[src/rtl/gf_mul_serial.sv]
// gf_mul_serial: digit-serial GF(2^WIDTH) multiplier, c = a*b mod (x^WIDTH + POLY); ports clk, rst_n, in_valid/in_ready/a/b in, out_valid/out_ready/c out
module gf_mul_serial #(
  parameter int WIDTH = 8,
  parameter logic [WIDTH-1:0] POLY = WIDTH'('h1B),
  parameter int DIGIT = 1
) (
  input  logic             clk,
  input  logic             rst_n,
  input  logic             in_valid,
  output logic             in_ready,
  input  logic [WIDTH-1:0] a,
  input  logic [WIDTH-1:0] b,
  output logic             out_valid,
  input  logic             out_ready,
  output logic [WIDTH-1:0] c
);
  localparam int N = WIDTH / DIGIT;
  localparam int CW = $clog2(N + 1);
  localparam logic [1:0] IDLE = 2'd0;
  localparam logic [1:0] CALC = 2'd1;
  localparam logic [1:0] DONE = 2'd2;
  if (WIDTH < 2 || DIGIT < 1 || DIGIT > WIDTH || WIDTH % DIGIT != 0) begin : g_bad_params
    $error("gf_mul_serial: illegal WIDTH/DIGIT combination");
  end
  logic [1:0] state;
  logic [WIDTH-1:0] a_reg, b_reg, acc, acc_nxt;
  logic [CW-1:0] cnt;
  function automatic logic [WIDTH-1:0] xtime(input logic [WIDTH-1:0] v);
    return {v[WIDTH-2:0], 1'b0} ^ (v[WIDTH-1] ? POLY : '0);
  endfunction
  always_comb begin
    acc_nxt = acc;
    for (int i = 0; i < DIGIT; i++) acc_nxt = xtime(acc_nxt) ^ (a_reg[WIDTH-1-i] ? b_reg : '0);
  end
  assign in_ready = state == IDLE;
  assign out_valid = state == DONE;
  always_ff @(posedge clk or negedge rst_n) begin
    if (!rst_n) begin
      state <= IDLE;
      a_reg <= '0;
      b_reg <= '0;
      acc <= '0;
      cnt <= '0;
      c <= '0;
    end else if (state == IDLE) begin
      if (in_valid) begin
        a_reg <= a;
        b_reg <= b;
        acc <= '0;
        cnt <= CW'(N);
        state <= CALC;
      end
    end else if (state == CALC) begin
      acc <= acc_nxt;
      a_reg <= a_reg << DIGIT;
      cnt <= cnt - 1'b1;
      if (cnt == CW'(1)) begin
        c <= acc_nxt;
        state <= DONE;
      end
    end else if (out_ready) begin
      state <= IDLE;
    end
  end
endmodule

[config.mk]
export PLATFORM = sky130hd
export DESIGN_NAME = gf_mul_serial
export DESIGN_NICKNAME = d
export VERILOG_FILES = /design/src/rtl/gf_mul_serial.sv
export SDC_FILE = /design/constraint.sdc
export NUM_CORES = 1
export LEC_CHECK = 0
export BUFFER_PORTS_ARGS = -buffer_cell sky130_fd_sc_hd__buf_2
export CAP_MARGIN = 25
export CORE_MARGIN = 5
export CORE_UTILIZATION = 50
export DETAILED_ROUTE_END_ITERATION = 10
export PLACE_DENSITY = 0.7
export SLEW_MARGIN = 20
export SYNTH_ARGS = -nofsm -noshare
export SYNTH_HDL_FRONTEND = slang
export SYNTH_SLANG_ARGS = --single-unit
export TNS_END_PERCENT = 1
[constraint.sdc]
create_clock -name clk -period 1.8 [get_ports clk]
set_clock_uncertainty 0.1 [all_clocks]
set_input_delay 0.36 -clock clk [delete_from_list [all_inputs] [get_ports clk]]
set_output_delay 0.36 -clock clk [all_outputs]
set_load 0.02 [all_outputs]
* Word-level counts from Yosys, hierarchy flattened *
Cells that the tools add are included.

cells by class
  add/sub/neg operators = 1
  equal/unequal tests = 5
  mux-type cells = 16
  reductions and logical operators = 7
  bitwise operators = 3

operators by type and width
  kind                                                                    number
  8-bit two-way mux                                                       7
  4-bit two-way mux                                                       3
  2-bit two-way mux                                                       5
  8-bit by 5-bit XOR with 8-bit output                                    1
  8-bit XOR                                                               1
  3-bit AND reduction                                                     2
  5-bit two-way mux                                                       1
  4-bit by 1-bit equality test with 1-bit output (second input constant)  1
  2-bit AND reduction                                                     2
  4-bit by 1-bit subtractor with 4-bit output (second input constant)     1
  3-bit by 2-bit != test with 1-bit output (second input constant)        1
  3-bit nonzero test                                                      1
  2-bit by 1-bit equality test with 1-bit output (second input constant)  1
  2-bit equality test (second input constant)                             1
  2-bit logical NOT                                                       1
  2-bit != test (second input constant)                                   1
  2-bit nonzero test                                                      1
  1-bit NOT                                                               1

word-level totals
  word-level logic and storage cells = 38
  input bits = 20
  output and inout port bits = 10
  flip-flop bits (word level) = 38

* Depth between registers and ports, before layout *
  depth in word-level cells = 5
  gate-level depth with buffers = 6
  depth with buffers taken out = 5

* Worst setup path after synthesis *
No wires, ideal clock.

  path kind = reg-to-reg
  from = register cnt[1]
  to = register c[0]
  period minus slack after synthesis = 1450 ps
  path slack = 350 ps
  setup time = 125 ps
  buffers on the path = 0
  cell stages (with the launch flop) = 6
  arrival time = 1225 ps
  required time = 1575 ps
  path through = dfrtp_1 inv_1 ha_1 nor3b_2 nand2_2 mux2_2

between the ends
  word-level cells in the longest chain between the ends = 2

RTL lines
  element                                         line  text
  start: declaration                              27    logic [CW-1:0] cnt;
  start signal: assignment                        50    cnt <= CW'(N);
  start signal: assignment                        56    cnt <= cnt - 1'b1;
  4-bit by 1-bit equality test with 1-bit output  57    if (cnt == CW'(1)) begin
  3-bit AND reduction (no source line)            -
  end signal: assignment                          58    c <= acc_nxt;
  end: declaration                                15    output logic [WIDTH-1:0] c

Every way passes these cells.
A chain may end at the register's enable or synchronous reset.

* Final worst setup path *
  from = register state[1]
  to = output out_valid

between the ends
  word-level cells in the longest chain between the ends = 1

RTL lines
  element                   line  text
  start: declaration        25    logic [1:0] state;
  start signal: assignment  39    state <= IDLE;
  start signal: assignment  51    state <= CALC;
  start signal: assignment  59    state <= DONE;
  2-bit equality test       36    assign out_valid = state == DONE;
  end: declaration          13    output logic out_valid,

Every way passes these cells.

==> impl_metrics.ini <==
[outcome]
outcome = finished, final reports clean

[cts]
clock_path_buffers = 2
ctsResizeCount = 0
h-tree-depth = 2
cts.clk_slew.worst_paths_ns = 0.12
post_cts_buffers = 0
clock-sinks = 38
cts_buffers = 5
clk_latency_ns = 0.33
cts_tree = yes
root_buffer = clkbuf_4

[floorplanning]
io_pins = 30
die_x_um = 69.5
row_count = 21
fp.dieArea_um2 = 4830
fp.dieH_um = 69.5
coreArea_um2 = 3390
start_util_pct = 52.3

[sta]
tightest_slew_ns = 0.483
period_minus_slack_ns = 1.73
finalSetupViolations = 0
final.period_utilization_pct = 96.0
fin_tns_setup_ns = 0
fmax_mhz = 579
slew_headroom_pct = 67.8
hold_violations = 0
drv_slew = 0
rsz0062_at_grt = no

[place]
gp_congestion = 0.782
dpl.hpwl_mm = 2.55
dp.cells = 244
numPortBuffers = 29

[worst_hold_path]
hold_path_class = input pin to flip-flop
worstHoldStart = b[5]
holdPathStages = 3
whs_endpoint = b_reg[5]

[synthesis]
syn_nets = 195
ys_ff_latch = 38
synth_largest_area_cell = dfrtp_1
synthFlopType = dfrtp_1
avgSynthCellArea_um2 = 10.2
ys_seq_area_share_pct = 53.7
synth_warnings = 0
synth_enable_flop_cells = 0
synth.top_cell.area_share_pct = 53.7
syn_inst = 173
async_flop_share_pct = 100
syn_area_um2 = 1770
synthTopCellsByArea = dfrtp_1 54%, nand2_1 9.7%, xnor2_1 4.0%
synth_cell_type_count = 29

[routing]
vias = 1306
wl_met2_mm = 1.81
wire_per_inst_um = 14.1
postRouteAntennaNets = 0
drc_errors = 0
top_layer = met4
wl_met3_um = 138
vias_per_cell = 5.16
drtIter0Drc = 48
wl_met1_mm = 1.60
firstDrtPassIters = 4
drt_wl_total_mm = 3.58

[worst_setup_path]
path_max_fanout = 8
reg2reg_depth = 4
start_kind = flip-flop
rr_startpoint = cnt[0]
cp.required_ns = 1.34
setup.worst_path.class = flip-flop to primary output
rrSetupSlack_ns = 0.22
rr_endpoint = c[2]
cp.arrival_ns = 1.27
cp-end-kind = primary output

[finish]
final_cell_mix = 46 x nand2_1, 38 x dfrtp_1, 29 x buf_2
final_cells = 253
final_common_cell = nand2_1
area_delta_synth_final_pct = 14.1
drive_gt1_share_pct = 26.1
nNetsFinal = 228
antennaDiodeCount = 0

[grt]
antenna_found_initial = 0
grt-ovfl-total = 0
grt_max_degree = 23
grt_pass1_vias = 1445
grt_use_total_pct = 16.2
grt_first_pass_wirelength_mm = 6.45

[power]
vdd_drop_max_mv = 0.813
powerDensity_nw_per_um2 = 1820
power_w = 0.00369
total_leakage_power_nw = 0.998

[run]
maxCapViolations = 0
==> layout make-up <==
| cell class | instances | area [µm²] |
|---|---|---|
| multi-input cells | 120 | 726 |
| clock inverters | 1 | 5.00 |
| inverters | 3 | 11.3 |
| clock buffers | 7 | 55.1 |
| flip-flops and latches | 38 | 951 |
| fillers | 303 | 1370 |
| well taps | 46 | 57.6 |
| repair buffers | 38 | 215 |
==> power by group <==
group | internal (W) | switching, W
clock | 0.000190 | 0.000278
combinational | 0.000723 | 0.000924
sequential | 0.00126 | 0.000308
total | 0.00218 | 0.00151
==> metrics by stage <==
stage,util (%),setup slack (ns),hold slack [ns],cell area (µm²)
3_3_place_gp,57.5,0.314,0.244,1950
6_report,59.6,0.0716,0.113,2020
5_1_grt,59.6,0.0000705,0.0965,2020
4_1_cts,59.6,0.0545,0.102,2020
3_5_place_dp,57.5,0.249,0.250,1950
2_1_floorplan,-,0.350,-0.0356,1770
==> synth_stat cells, drive strengths merged (2+ instances only) <==
| cell | number |
|---|---|
| a21oi | 3 |
| a22oi | 7 |
| buf | 11 |
| dfrtp | 38 |
| ha | 2 |
| inv | 3 |
| mux2 | 6 |
| nand2 | 47 |
| nand2b | 2 |
| nand3 | 11 |
| nor2 | 2 |
| nor2b | 5 |
| nor3b | 2 |
| o21ai | 8 |
| o2bb2ai | 6 |
| or3 | 2 |
| xnor2 | 8 |
| xor2 | 4 |
==> logic make-up (layout without fill, tap and decap cells) <==
logic type,after synthesis,in the layout,share of synthesized area [%]
and+or+nand+nor,73,73,19.4
xor gates and xnor gates,12,12,5.93
muxes,7,7,4.38
AOI/OAI and AO/OA,26,26,9.82
DFF,38,38,53.7
buffers and inverters,15,49,5.37
adders and majority gates,2,2,1.41
==> worst max path at each step <==
stage | startpoint | to | cells past startpoint
6_report | state[1] | out_valid | 3
5_1_grt | state[1] | out_valid | 3
4_1_cts | state[1] | out_valid | 3
3_5_place_dp | cnt[0] | c[1] | 4
3_3_place_gp | cnt[0] | c[1] | 4
2_1_floorplan | cnt[1] | c[0] | 5
==> critical path: stages, from the launching register on <==
cell     delay [ns]
dfrtp_1        0.43
buf_4          0.18
nor2b_1        0.15
buf_2          0.18
==> routing by layer <==
metal,GRT usage [%],vias up
li1,-,645
met1,19.4,634
met2,28.2,22
met3,4.20,5
met4,4.99,0
met5,0,-
==> repair_timing <==
action                                  in CTS  in global routing
hold buffers                                 1                  0
endpoints found under the setup margin       0                  0
endpoints found under the hold margin       20                  0
No activity file was read; power rests on OpenSTA's default activity.
